--- src/rtl/alu_slice_sequencer.sv ---
// Sequences one combinational 4-bit ALU slice over a W-bit word, one nibble per cycle.
// Latency: out_valid rises NIBBLES cycles after accept; in_ready only in IDLE, result held until out_ready.
module alu_slice_sequencer #(
    parameter int NIBBLES = 4,
    localparam int W  = 4 * NIBBLES,
    localparam int CW = (NIBBLES > 1) ? $clog2(NIBBLES) : 1
) (
    input  logic         clk,
    input  logic         rst,
    input  logic         in_valid,
    output logic         in_ready,
    input  logic [W-1:0] in_a,
    input  logic [W-1:0] in_b,
    input  logic [2:0]   in_f,
    input  logic         in_com,
    input  logic         in_cin,
    output logic         out_valid,
    input  logic         out_ready,
    output logic [W-1:0] out_d,
    output logic         out_cout,
    output logic         out_zero,
    output logic         out_equ,
    output logic [3:0]   slice_a,
    output logic [3:0]   slice_b,
    output logic [2:0]   slice_f,
    output logic         slice_com,
    output logic         slice_ci_right,
    output logic         slice_ci_left,
    input  logic [3:0]   slice_d,
    input  logic         slice_co_left,
    input  logic         slice_co_right,
    input  logic         slice_equ
);

    typedef enum logic [1:0] {IDLE, RUN, DONE} state_t;

    localparam logic [2:0]    F_ADD = 3'd0;
    localparam logic [2:0]    F_SHR = 3'd6;
    localparam logic [2:0]    F_SHL = 3'd7;
    localparam logic [CW-1:0] LAST  = CW'(NIBBLES - 1);

    state_t        state, state_nxt;
    logic [W-1:0]  a_q, b_q, res_q, res_nxt;
    logic [2:0]    f_q;
    logic          com_q, c_q, c_nxt, equ_q, equ_nxt;
    logic [CW-1:0] cnt, idx;
    logic          last;
    logic          carry_fn;

    assign in_ready  = (state == IDLE);
    assign out_valid = (state == DONE);
    assign last      = (cnt == LAST);
    assign carry_fn  = (f_q == F_ADD) || (f_q == F_SHL) || (f_q == F_SHR);

    always_comb begin
        state_nxt      = state;
        idx            = cnt;
        slice_a        = 4'd0;
        slice_b        = 4'd0;
        slice_f        = 3'd0;
        slice_com      = 1'b0;
        slice_ci_right = 1'b0;
        slice_ci_left  = 1'b0;
        res_nxt        = res_q;
        c_nxt          = c_q;
        equ_nxt        = equ_q;
        case (state)
            IDLE: if (in_valid) state_nxt = RUN;
            RUN: begin
                // right shifts walk MSB nibble first so the shift-in bit enters at the top
                idx       = (f_q == F_SHR) ? (LAST - cnt) : cnt;
                slice_a   = a_q[{idx, 2'b00} +: 4];
                slice_b   = b_q[{idx, 2'b00} +: 4];
                slice_f   = f_q;
                slice_com = com_q;
                case (f_q)
                    F_ADD, F_SHL: begin
                        slice_ci_right = c_q;
                        c_nxt          = slice_co_left;
                    end
                    F_SHR: begin
                        slice_ci_left = c_q;
                        c_nxt         = slice_co_right;
                    end
                    default: ;
                endcase
                res_nxt[{idx, 2'b00} +: 4] = slice_d;
                equ_nxt = equ_q & slice_equ;
                if (last) state_nxt = DONE;
            end
            DONE: if (out_ready) state_nxt = IDLE;
            default: state_nxt = IDLE;
        endcase
    end

    always_ff @(posedge clk or posedge rst) begin
        if (rst) state <= IDLE;
        else     state <= state_nxt;
    end

    always_ff @(posedge clk or posedge rst) begin
        if (rst) begin
            a_q      <= '0;
            b_q      <= '0;
            f_q      <= 3'd0;
            com_q    <= 1'b0;
            c_q      <= 1'b0;
            cnt      <= '0;
            equ_q    <= 1'b0;
            res_q    <= '0;
            out_d    <= '0;
            out_cout <= 1'b0;
            out_zero <= 1'b0;
            out_equ  <= 1'b0;
        end else begin
            case (state)
                IDLE: if (in_valid) begin
                    a_q   <= in_a;
                    b_q   <= in_b;
                    f_q   <= in_f;
                    com_q <= in_com;
                    c_q   <= in_cin;
                    cnt   <= '0;
                    equ_q <= 1'b1;
                    res_q <= '0;
                end
                RUN: begin
                    res_q <= res_nxt;
                    c_q   <= c_nxt;
                    equ_q <= equ_nxt;
                    cnt   <= last ? '0 : cnt + 1'b1;
                    if (last) begin
                        out_d    <= res_nxt;
                        out_cout <= carry_fn & c_nxt;
                        out_zero <= (res_nxt == '0);
                        out_equ  <= equ_nxt;
                    end
                end
                default: ;
            endcase
        end
    end

endmodule

--- config.mk ---
export PLATFORM = sky130hd
export DESIGN_NAME = alu_slice_sequencer
export DESIGN_NICKNAME = d
export VERILOG_FILES = /design/src/rtl/alu_slice_sequencer.sv
export SDC_FILE = /design/constraint.sdc
export NUM_CORES = 1
export LEC_CHECK = 0
export BUFFER_PORTS_ARGS = -buffer_cell sky130_fd_sc_hd__buf_4
export CAP_MARGIN = 15
export CORE_ASPECT_RATIO = 0.7
export CORE_UTILIZATION = 55
export DETAILED_ROUTE_END_ITERATION = 8
export PLACE_DENSITY_LB_ADDON = 0.25
export SLEW_MARGIN = 40
export SYNTH_ARGS = -nofsm -noshare
export SYNTH_HDL_FRONTEND = slang
export SYNTH_SLANG_ARGS = --single-unit
--- constraint.sdc ---
create_clock -name clk -period 2.57 [get_ports clk]
set_input_delay 0.257 -clock clk [delete_from_list [all_inputs] [get_ports clk]]
set_output_delay 0.257 -clock clk [all_outputs]
set_load 0.05 [all_outputs]
# ---- Word level (Yosys, flattened, before mapping)
# Index checks and enable logic that the tools add are counted.
dict set report totals {
  ff_bits 77
  latch_bits 0
  ramBits 0
  rom_bits 0
  output_inout_bits 35
  memories 0
}
dict set report op_classes {
  add_sub_neg 3
  n_mul 0
  n_div 0
  n_lt_le_gt_ge 0
  eq_ne 8
  shifts 4
  mux 26
  bitwise 2
  reduce_logical 11
}
# operator n
set op_table {}
lappend op_table {{two-way mux 16 bit} 2}
lappend op_table {{one-hot mux 16 bit (2 select lines)} 1}
lappend op_table {{indexed part select 16 x 5 -> 4 bit} 2}
lappend op_table {{bitwise mux 16 bit} 1}
lappend op_table {{logical NOT 16 bit} 1}
lappend op_table {{variable shift 4 x 6 -> 16 bit, first input constant} 1}
lappend op_table {{indexed part select 4 x 6 -> 16 bit} 1}
lappend op_table {{two-way mux 2 bit} 6}
lappend op_table {{two-way mux 1 bit} 8}
lappend op_table {{two-way mux 4 bit} 2}
lappend op_table {{equality test 3 bit, second input constant} 2}
lappend op_table {{negator 4 -> 6 bit} 1}
lappend op_table {{one-hot mux 1 bit (2 select lines)} 3}
lappend op_table {{one-hot mux 2 bit (3 select lines)} 1}
lappend op_table {{AND reduction 2 bit} 3}
lappend op_table {{equality test 2 bit, second input constant} 2}
lappend op_table {{inequality test 2 bit, second input constant} 2}
lappend op_table {{one-hot mux 2 bit (2 select lines)} 1}
lappend op_table {{logical NOT 3 bit} 1}
lappend op_table {{two-way mux 3 bit} 1}
lappend op_table {{AND reduction 3 bit} 1}
lappend op_table {{adder 2 x 1 -> 2 bit, second input constant} 1}
lappend op_table {{AND 1 bit} 2}
lappend op_table {{equality test 2 x 1 -> 1 bit, second input constant} 1}
lappend op_table {{6 further kinds} 7}

# ---- Depth between registers and ports, before layout
# Gate-level depths: netlist (run 1).
dict set report depth {
  word_depth 7
  mapped_depth 8
  ltp_nobuf 7
}

# ---- Worst setup path before layout (run 1)
# OpenSTA, ideal clock, no wires.
dict set report synth_path {
  path_kind {register to register}
  from {reg state[0]}
  to {reg a_q[13]}
  arrival_time_ns 2.107
  required_time_ns 2.505
  setup_slack_ns 0.398
  stages_incl_launch_ff 7
  n_path_buf 2
  synth_period_minus_slack_ns 2.172
  cell_sequence {dfrtp_1 > nor2_1 > and2_0 > clkbuf_1 > buf_1 > nand2_1 > nand2_1}
}
dict set report synth_between {
  elab_chain_cells 2
}
# item line
set synth_lines {}
lappend synth_lines {{from (decl)} 42} ;# state_t state, state_nxt;
lappend synth_lines {{from (signal assigned)} 98} ;# else state <= state_nxt;
lappend synth_lines {{logical NOT 2 bit} --}
lappend synth_lines {{net in_ready} 11} ;# output logic in_ready,
lappend synth_lines {{AND reduction 2 bit (no source line)} --}
lappend synth_lines {{to (signal assigned)} 118} ;# a_q <= in_a;
lappend synth_lines {{to (decl)} 43} ;# logic [W-1:0] a_q, b_q, res_q, res_nxt;
# The timed path passes the listed nets, and every way through them passes these cells.
# A chain may end at the register's enable or synchronous reset.

# ---- Final worst setup path (run 1)
dict set report layout_path {
  from {reg f_q[0]}
  to {out slice_a[1]}
}
dict set report layout_between {
  elab_chain_cells 4
}
# item line
set layout_lines {}
lappend layout_lines {{from (decl)} 44} ;# logic [2:0] f_q;
lappend layout_lines {{from (signal assigned)} 120} ;# f_q <= in_f;
lappend layout_lines {{equality test 3 bit} 71} ;# idx = (f_q == F_SHR) ? (LAST - cnt) : cnt;
lappend layout_lines {{two-way mux 2 bit} 71}
lappend layout_lines {{indexed part select 16 x 5 -> 4 bit} 72} ;# slice_a = a_q[{idx, 2'b00} +: 4];
lappend layout_lines {{two-way mux 4 bit} 67} ;# case (state)
lappend layout_lines {{to (decl)} 23} ;# output logic [3:0] slice_a,
# No other way between the ends.

==> metrics.md, run 1 <==
| Metric | Value |
|---|---|
| Status | `completed` |
| Place WS | `322 ps` |
| GRT Overall Usage | `28.2%` |
| Leak Pwr | `0.00256 uW` |
| Final net count | `574` |
| Layout cells sized above 1 | `28.5%` |
| Min Tclk post-route | `2480 ps` |
| Hold Startpoint | `in_b[12]` |
| Max Cap Violations | `0` |
| Max transition margin | `57.7%` |
| Final setup margin | `85.3 ps` |
| Num CTS Buffers | `9` |
| Die height | `73.9 um` |
| CP max FO | `6` |
| Syn Nets | `486` |
| Hold depth | `3` |
| Average cell area after synthesis | `9.29 sq um` |
| Reg-to-reg critical path startpoint | `f_q[0]$_DFFE_PP0P_` |
| Flop2flop setup slack | `310 ps` |
| Post-Synth Simple-Gate Area | `26.8%` |
| Initial DRC count | `224` |
| FP Rows | `25` |
| Final Util | `73.6%` |
| GRT overflow | `0` |
| Core footprint | `0.00694 sq mm` |
| Htree depth | `3` |
| Post-synth EDFFs | `0` |
| Reg2Reg Depth | `8` |
| Power density over the cells | `1550 mW/mm^2` |
| Max Clock Freq | `0.402 GHz` |
| Die area | `0.00773 sq mm` |
| Setup TNS | `0 ps` |
| Async SR Flop Fraction | `100%` |
| Req. time, crit path | `2310 ps` |
| Hold EP | `b_q[12]$_DFFE_PP0P_` |
| Synth Area in Adders | `0.308%` |
| Final hold slack | `71.1 ps` |
| Via Count | `3572` |
| Top cells by area, synth | `dfrtp_1 (47%), nand2_1 (14%), mux4_2 (4.4%)` |
| Slew @ Worst Pin | `633 ps` |
| Worst hold path type | `in -> reg` |
| Post-synthesis xor/xnor area fraction | `0.678%` |
| Final wirelength | `10.3 mm` |
| Clk root buf | `clkbuf_8` |
| Cell with the most instances after synthesis | `nand2_1` |
| Initial core utilization | `58.4%` |
| Final HPWL DP | `7.17 mm` |
| Post-DRT Antenna Nets | `0` |
| Final slew viol count | `0` |
| Sink Count | `77` |
| Count of boundary I/O pins | `83` |
| P&R area growth vs syn | `26.0%` |
| Startpoint Class | `flip-flop` |
| Mapped Cells | `437` |
| CTS tree | `yes` |
| Placer Congestion | `0.915` |
| # DRC | `0` |
| Number of global-route vias before repair | `3320` |
| Drt first pass iters | `4` |
| Largest net degree at the start of global routing | `63` |
| Area fraction of the dominant cell type after synthesis | `47.5%` |
| Synthesized cell area | `0.00406 sq mm` |
| Seq/Total Area, Yosys | `47.5%` |
| Largest area contributor in the netlist | `dfrtp_1` |
| IO buf count | `82` |
| Synth Register Bits | `77` |
| Post-synthesis mux area share | `7.55%` |
| Leading post-synthesis cells by instance count | `nand2_1 (150), dfrtp_1 (77), o21ai_0 (30)` |
| Arr. time, crit path | `2230 ps` |
| Yosys warns | `0` |
| Final Hold Vio Count | `0` |
| R2r endpoint | `out_zero$_DFFE_PP0P_` |
| Synth unique cells | `64` |
| Tcrit/Tclk final | `96.7%` |
| Die width | `105 um` |
| Post-synthesis compound-gate area fraction | `13.6%` |
| Worst skew pair latency | `370 ps` |
| Power, Total | `7930 uW` |
| Initial antenna violation count | `0` |
| Worst IR Drop VDD | `0.782 mV` |
| Wire length of the first global-routing pass | `16.4 mm` |
| # setup viols final | `0` |
| Clk_skew | `19.1 ps` |
| CP Capture Type | `output port` |
| Buffer depth of the longest clock path | `2` |
| Vias per cell | `5.72` |
| CTS clock-pin slew for the worst setup and hold paths | `90 ps` |
| WL/cell | `16.6 um` |
| Ant. Diodes | `0` |
| Critical path class | `reg -> out` |
| Top FF cell, synth | `dfrtp_1` |
| Largest family of logic cells by synthesized area | `simple AND/OR/NAND/NOR gates` |
cell families after synthesis:
family / Yosys count
xor gates and xnor gates: 1
buffers and inverters: 31
muxes: 20
DFF: 77
AOI/OAI and AO/OA: 78
adders and majority gates: 1
and+or+nand+nor: 229
area by class of cell:
cell class	count	area, sq um
Inverter	4	15.0
Multi-Input combinational cell	329	1990
Tap cell	94	118
Clock inverter	7	104
Fill cell	508	1830
Timing Repair Buffer	104	835
Sequential cell	77	1930
Clock buffer	9	124
metrics by stage:
stage          std cells  area [sq um]
2_1_floorplan        437          4060
3_3_place_gp         602          4810
3_5_place_dp         602          4810
4_1_cts              621          5070
5_1_grt              624          5110
6_report             624          5110
power by group:
part / internal (uW) / total [uW] / switching, uW
combinational: 1820 / 4750 / 2930
clock: 560 / 1050 / 487
sequential: 1760 / 2130 / 376
worst max path at each step:
stage	from	endpoint	cells past startpoint
detailed placement	f_q[0]$_DFFE_PP0P_	slice_b[2]	6
floorplan	rst	a_q[0]$_DFFE_PP0P_	1
CTS	f_q[2]$_DFFE_PP0P_	slice_a[2]	6
global route	f_q[0]$_DFFE_PP0P_	slice_a[1]	6
finish	f_q[0]$_DFFE_PP0P_	slice_a[1]	6
global placement	f_q[0]$_DFFE_PP0P_	slice_b[2]	6
what timing repair did:
action | CTS | global route
resized for setup | 4 | 6
setup buffers | 2 | 3
hold buffers | 1 | 0
setup endpoints to repair | 8 | 7
pin swaps | 1 | 1
endpoints found under the hold margin | 15 | 0
registers in the layout, indices dropped and copies added, names as in the netlist:
signal / cells
a_q: 16
b_q: 16
out_d: 16
res_q: 16
f_q: 3
cnt: 2
state: 2
c_q: 1
com_q: 1
equ_q: 1
out_cout: 1
out_equ: 1
out_zero: 1
layer usage:
layer,global-route usage (%),vias up,routed length [um]
li1,-,1678,-
met1,40.9,1743,4940
met2,41.7,137,4510
met3,7.45,14,759
met4,8.92,0,143
met5,0,-,0
cells in the final DEF (no fill, tap or decap), drive strengths merged, types with 2 or more instances in the layout:
cell      instances
nand2           150
buf             103
dfrtp            77
o21ai            30
nor2             23
and2             18
a21oi            10
clkbuf            9
mux4              8
mux2i             7
inv               7
nor2b             6
nor4              6
a22o              5
mux2              5
o31ai             4
and3              4
nor3              4
o22ai             4
nand2b            4
nand4             3
o21a              3
a21o              2
o22a              2
o21bai            2
a32o              2
clkinvlp          2
bufinv            2
nor4b             2
a2111oi           2
critical path, cell delays in order (launching register included):
cell     delay [ps]
dfrtp_2         440
and3b_1         290
nor2_2           80
nor2_4          200
mux4_2          520
and2_1          160
buf_4           180
(Power assumes the default switching activity.)
==> inputs of run 2 (changes only) <==
Clock period 2.57 ns to 2.7 ns, I/O delays scaled along.
==> run 2 against run 1 <==
The flow now finishes with violations (hold timing); global-route usage increased by 0.23 points; register-to-register slack got worse by 30 ps; largest cell class unchanged; setup slack improved by 50 ps; critical path type unchanged.
==> metrics.md, run 2 (synthesis results as in run 1) <==
| Metric | Value |
|---|---|
| # DRC | `0 (unchanged)` |
| Largest net degree at the start of global routing | `43 (-32%)` |
| Die area | `0.00773 sq mm (unchanged)` |
| Htree depth | `3 (unchanged)` |
| Layout cells sized above 1 | `27.7% (-0.82 points)` |
| Critical path class | `reg -> out` |
| # hold bufs at CTS | `0 (-1)` |
| GRT overflow | `0 (unchanged)` |
| Worst IR Drop VDD | `0.689 mV (-12%)` |
| Most frequent cells in the layout | `nand2_1 (150), buf_4 (96), dfrtp_1 (76), o21ai_0 (30), nor2_1 (20)` |
| Min Tclk post-route | `2560 ps` |
| Commonest non-fill, non-tap cell in the layout | `nand2_1` |
| Arr. time, crit path | `2290 ps (+60 ps)` |
| Post-DRT Antenna Nets | `0 (unchanged)` |
| R2r endpoint | `out_zero$_DFFE_PP0P_` |
| Initial DRC count | `391 (+75%)` |
| Die height | `73.9 um (unchanged)` |
| # setup viols final | `0 (unchanged)` |
| Reg2Reg Depth | `7 (-1)` |
| Die width | `105 um (unchanged)` |
| Final net count | `568 (-1.0%)` |
| Wire length of the first global-routing pass | `16.7 mm (+1.7%)` |
| Final hold slack | `-16.8 ps (-87.9 ps)` |
| Max Clock Freq | `0.390 GHz` |
| RSZ-0062 raised after global routing | `false` |
| Leak Pwr | `0.00251 uW (-2.0%)` |
| Worst skew pair latency | `350 ps (-20 ps)` |
| Req. time, crit path | `2430 ps (+120 ps)` |
| CTS clock-pin slew for the worst setup and hold paths | `80 ps (about the same)` |
| Max transition margin | `57.1% (-0.59 points)` |
| Status | `complete, but fails checks` |
| P&R area growth vs syn | `23.0%` |
| Initial antenna violation count | `0 (unchanged)` |
| Final setup margin | `135 ps (+50.1 ps)` |
| Clk root buf | `clkbuf_8` |
| Violated checks | `hold timing` |
| Buffer depth of the longest clock path | `2 (unchanged)` |
| Drt first pass iters | `5 (+1)` |
| Flop2flop setup slack | `280 ps (-30 ps)` |
| Worst hold path type | `in -> async` |
| Final HPWL DP | `7.17 mm (about the same)` |
| Placer Congestion | `0.914 (about the same)` |
| Ant. Diodes | `0 (unchanged)` |
| CTS tree | `yes` |
| Startpoint Class | `flip-flop` |
| Placed inst area | `0.00478 sq mm (-0.57%)` |
| Final slew viol count | `0 (unchanged)` |
| Core footprint | `0.00694 sq mm (unchanged)` |
| Setup TNS | `0 ps (unchanged)` |
| Num CTS Buffers | `9 (unchanged)` |
| Initial core utilization | `58.4% (unchanged)` |
| Tcrit/Tclk final | `95.0%` |
| Max Cap Violations | `0 (unchanged)` |
| Power density over the cells | `1450 mW/mm^2 (-6.3%)` |
| Vias per cell | `5.68 (-0.78%)` |
| Count of boundary I/O pins | `83 (unchanged)` |
| Sink Count | `77 (unchanged)` |
| Slew @ Worst Pin | `642 ps (+9.66 ps)` |
| IO buf count | `82 (unchanged)` |
| CP max FO | `13 (+7)` |
| Number of global-route vias before repair | `3314 (-0.18%)` |
| Design Area, Final | `0.00499 sq mm (-2.4%)` |
| Place WS | `373 ps (+50.5 ps)` |
| CP Capture Type | `output port` |
| Via Count | `3510 (-1.7%)` |
| Final wirelength | `10.1 mm (-2.5%)` |
| WL/cell | `16.3 um (-1.5%)` |
| FP Rows | `25 (unchanged)` |
| Final Hold Vio Count | `35 (+35)` |
| Reg-to-reg critical path startpoint | `cnt[1]$_DFFE_PP0P_` |
| GRT Overall Usage | `28.5% (+0.23 points)` |
| Clk_skew | `4.67 ps (-14.4 ps)` |
[run 2: worst max path at each step]
stage / from / cells after the start / end / slack [ps]
after CTS: f_q[0]$_DFFE_PP0P_ / 6 / slice_a[3] / 4
final: f_q[0]$_DFFE_PP0P_ / 7 / slice_b[2] / 140
after detailed placement: cnt[1]$_DFFE_PP0P_ / 7 / out_zero$_DFFE_PP0P_ / 370
after global routing: f_q[2]$_DFFE_PP0P_ / 6 / slice_b[3] / 20
after floorplan: rst / 1 / a_q[0]$_DFFE_PP0P_ / 460
after global placement: f_q[0]$_DFFE_PP0P_ / 6 / slice_a[3] / 450
[run 2: repair_timing]
action	in CTS	in global routing
endpoints found under the setup margin	0	8
gates resized for setup	0	3
buffers inserted	0	2
[run 2: metal layers]
layer | track usage (%) | vias up | share of wire (%)
li1 | - | 1662 | -
met1 | 41.4 | 1635 | 47
met2 | 41.4 | 193 | 43
met3 | 6.48 | 20 | 8.8
met4 | 11.6 | 0 | 1.8
met5 | 0 | - | 0
[run 2: stage by stage]
step	utilization, %	cells	total power (uW)
CTS	71.5	616	7200
finish	71.9	618	7250
floorplan	-	437	5170
detailed placement	68.8	600	6320
global route	71.9	618	7720
global placement	68.8	600	6190
[run 2: worst max-delay path, cell delays in order (launching register included)]
cell and delay (ps):
dfrtp_2 440, and3b_1 280, buf_6 190, xnor2_4 160, buf_4 210, mux4_2 290, and2_1 190, buf_4 190
[run 2: report_power, final]
| group | internal (uW) | leakage, uW | switching [uW] |
|---|---|---|---|
| Clock | 421 | 0.0000987 | 421 |
| Sequential | 1670 | 0.000990 | 354 |
| Combinational | 1610 | 0.00142 | 2770 |
| Total | 3710 | 0.00251 | 3540 |
[run 2: area by class of cell]
class                      count  area, sq um
sequential                    77         1930
multi-input combinational    329         1990
timing repair buffer          98          752
tap                           94          118
clock inverter                 7         66.3
inverter                       4         16.3
clock buffer                   9          124
fill                         567         1950
==> inputs of run 3 (changes only) <==
Clock period 2.7 ns to 2.6 ns, I/O delays scaled along.
==> run 3 against run 2 <==
The flow still finishes with violations (hold timing); sequential power is 4% higher; sequential share of layout area is 0.43 points lower; global-route usage is 0.51 points higher; clock skew is 3.0 ps higher; largest cell class unchanged; largest power group unchanged; final area is 1.1% higher; total power is 6.0% higher; combinational power is 5.0% higher; critical path type unchanged; critical path depth is 1 lower; non-clock buffer count stayed put; final cell count stayed put; die area stayed put; flip-flop and latch count stayed put.
==> metrics.md, run 3 (synthesis results as in run 1) <==
| Metric | Value |
|---|---|
| IO buf count | `82 (unchanged)` |
| Clk root buf | `clkbuf_8` |
| Num CTS Buffers | `9 (unchanged)` |
| Setup TNS | `0 ps (unchanged)` |
| Final HPWL DP | `7.09 mm (-1.1%)` |
| Clk_skew | `7.70 ps (+3.03 ps)` |
| Sink Count | `77 (unchanged)` |
| Htree depth | `3 (unchanged)` |
| WP buf/inv | `2 (-1)` |
| Arr. time, crit path | `2250 ps (-40 ps)` |
| Layout cells sized above 1 | `27.7% (unchanged)` |
| Comb power frac | `59.8% (-0.6 points)` |
| Worst path cell trace | `buf_6 -> and4bb_4 -> or2_4 -> mux4_2 -> and2_1 -> buf_4` |
| Max Clock Freq | `0.398 GHz` |
| RSZ-0062 raised after global routing | `false` |
| P&R area growth vs syn | `24.4%` |
| Max Cap Violations | `0 (unchanged)` |
| # setup viols final | `0 (unchanged)` |
| Initial antenna violation count | `0 (unchanged)` |
| # DRC | `0 (unchanged)` |
| Top Family by Delay on Critical Path | `simple AND/OR/NAND/NOR gates` |
| R2r endpoint | `out_zero$_DFFE_PP0P_` |
| CP Capture Type | `output port` |
| Status | `complete, but fails checks` |
| Final Hold Vio Count | `20 (-43%)` |
| Buffer depth of the longest clock path | `2 (unchanged)` |
| Final wirelength | `10.2 mm (+0.99%)` |
| Count of boundary I/O pins | `83 (unchanged)` |
| Pint | `4010 uW (+8.3%)` |
| CTS clock-pin slew for the worst setup and hold paths | `80 ps (about the same)` |
| Max transition margin | `63.3% (+6.1 points)` |
| GRT overflow | `0 (unchanged)` |
| Tcrit/Tclk final | `96.7%` |
| Placer Congestion | `0.868 (-5.0%)` |
| GRT Overall Usage | `29.0% (+0.51 points)` |
| Final net count | `568 (unchanged)` |
| Worst IR Drop VDD | `1.00 mV (+46%)` |
| Design Area, Final | `0.00505 sq mm (+1.1%)` |
| Commonest non-fill, non-tap cell in the layout | `nand2_1` |
| Via Count | `3533 (+0.66%)` |
| Req. time, crit path | `2340 ps (-90 ps)` |
| Largest net degree at the start of global routing | `78 (+81%)` |
| Critical path class | `reg -> out` |
| Final slew viol count | `0 (unchanged)` |
| CP max FO | `11 (-2)` |
| Post-DRT Antenna Nets | `0 (unchanged)` |
| Clk network pwr share | `12.8% (+1.2 points)` |
| Die width | `105 um (unchanged)` |
| Wire length of the first global-routing pass | `17.0 mm (+1.9%)` |
| Drt first pass iters | `5 (unchanged)` |
| Leak Pwr | `0.00253 uW (+0.83%)` |
| Worst skew pair latency | `350 ps (about the same)` |
| Most frequent cells in the layout | `nand2_1 (150), buf_4 (90), dfrtp_1 (76), o21ai_0 (30), nor2_1 (20)` |
| Die area | `0.00773 sq mm (unchanged)` |
| NetSw | `3670 uW (+3.7%)` |
| Power density over the cells | `1520 mW/mm^2 (+4.8%)` |
| Final hold slack | `-6.81 ps (+10.0 ps)` |
| Ant. Diodes | `0 (unchanged)` |
| Number of global-route vias before repair | `3402 (+2.7%)` |
| Startpoint Class | `flip-flop` |
| Reg2Reg Depth | `7 (unchanged)` |
| Reg-to-reg critical path startpoint | `cnt[1]$_DFFE_PP0P_` |
| Worst hold path type | `in -> async` |
| Reg power frac | `27.4% (-0.6 points)` |
| Slew @ Worst Pin | `551 ps (-91.3 ps)` |
| Vias per cell | `5.72 (+0.66%)` |
| FP Rows | `25 (unchanged)` |
| WL/cell | `16.5 um (+0.99%)` |
| CP max stage cell | `mux4_2` |
| Min Tclk post-route | `2510 ps` |
| Violated checks | `hold timing` |
| CP Launch Point | `f_q[2]$_DFFE_PP0P_` |
| Core footprint | `0.00694 sq mm (unchanged)` |
| Die height | `73.9 um (unchanged)` |
| Final-layout fill cell count | `536 (-5.5%)` |
| Placed inst area | `0.00478 sq mm (+0.10%)` |
| Power, Total | `7690 uW (+6.0%)` |
| CTS tree | `yes` |
| Flop2flop setup slack | `300 ps (+20 ps)` |
| Initial DRC count | `297 (-24%)` |
| Initial core utilization | `58.4% (unchanged)` |
| CP peak stage delay | `490 ps (+50 ps)` |
| Switching fraction of total power | `47.8% (-1.1 points)` |
==> run 3: cell count changes in the layout (fill, tap and decap cells not counted), sizes merged <==
cell / delta
inv: +1
clkinvlp: -1
clkbuf: +1
bufinv: +1
clkinv: -2
==> run 3: final cells by class <==
class / count / area, sq um / share of cell area (%)
Multi-Input combinational cell: 329 / 1990 / 39.4
Clock buffer: 10 / 128 / 2.53
Inverter: 4 / 15.0 / 0.297
Clock inverter: 6 / 87.6 / 1.73
Sequential cell: 77 / 1930 / 38.2
Timing Repair Buffer: 98 / 783 / 15.5
Tap cell: 94 / 118 / 2.33
==> run 3: what timing repair did <==
action	4_1_cts	5_1_grt
hold buffers	0	0
buffers inserted	0	3
setup endpoints to repair	7	8
pin swaps	0	1
gates resized for setup	3	6
==> run 3: per-layer routing <==
metal | share of wire, % | vias to the layer above | GRT usage (%)
li1 | - | 1655 | -
met1 | 47 | 1726 | 41.5
met2 | 45 | 143 | 44.4
met3 | 7.1 | 9 | 7.63
met4 | 0.99 | 0 | 7.20
met5 | 0 | - | 0
==> run 3: how the worst max path moves through the flow <==
stage | end | slack (ps) | depth (start not counted)
floorplan | a_q[0]$_DFFE_PP0P_ | 370 | 1
global placement | slice_b[2] | 370 | 6
detailed placement | slice_b[1] | 290 | 6
CTS | slice_a[2] | 3 | 6
global route | slice_a[3] | 10 | 6
finish | slice_b[2] | 90 | 6
==> run 3: metrics by stage <==
step	utilization, %	instances	setup WS (ps)
floorplan	-	437	373
global placement	68.9	599	367
detailed placement	68.9	599	292
CTS	72.1	615	2.88
global route	72.7	618	12.8
finish	72.7	618	87.1
==> run 3: power by group through the flow <==
stage / clock [uW] / combinational (uW) / sequential (uW)
after floorplan: 0 / 2970 / 2390
after global placement: 0 / 4360 / 2090
after detailed placement: 0 / 4450 / 2120
after CTS: 996 / 4480 / 2110
after global routing: 1050 / 4950 / 2180
final: 981 / 4600 / 2110
==> run 3: worst min-delay path, cell delays in order <==
cell and delay (ps):
buf_4 110, inv_2 60, buf_12 340
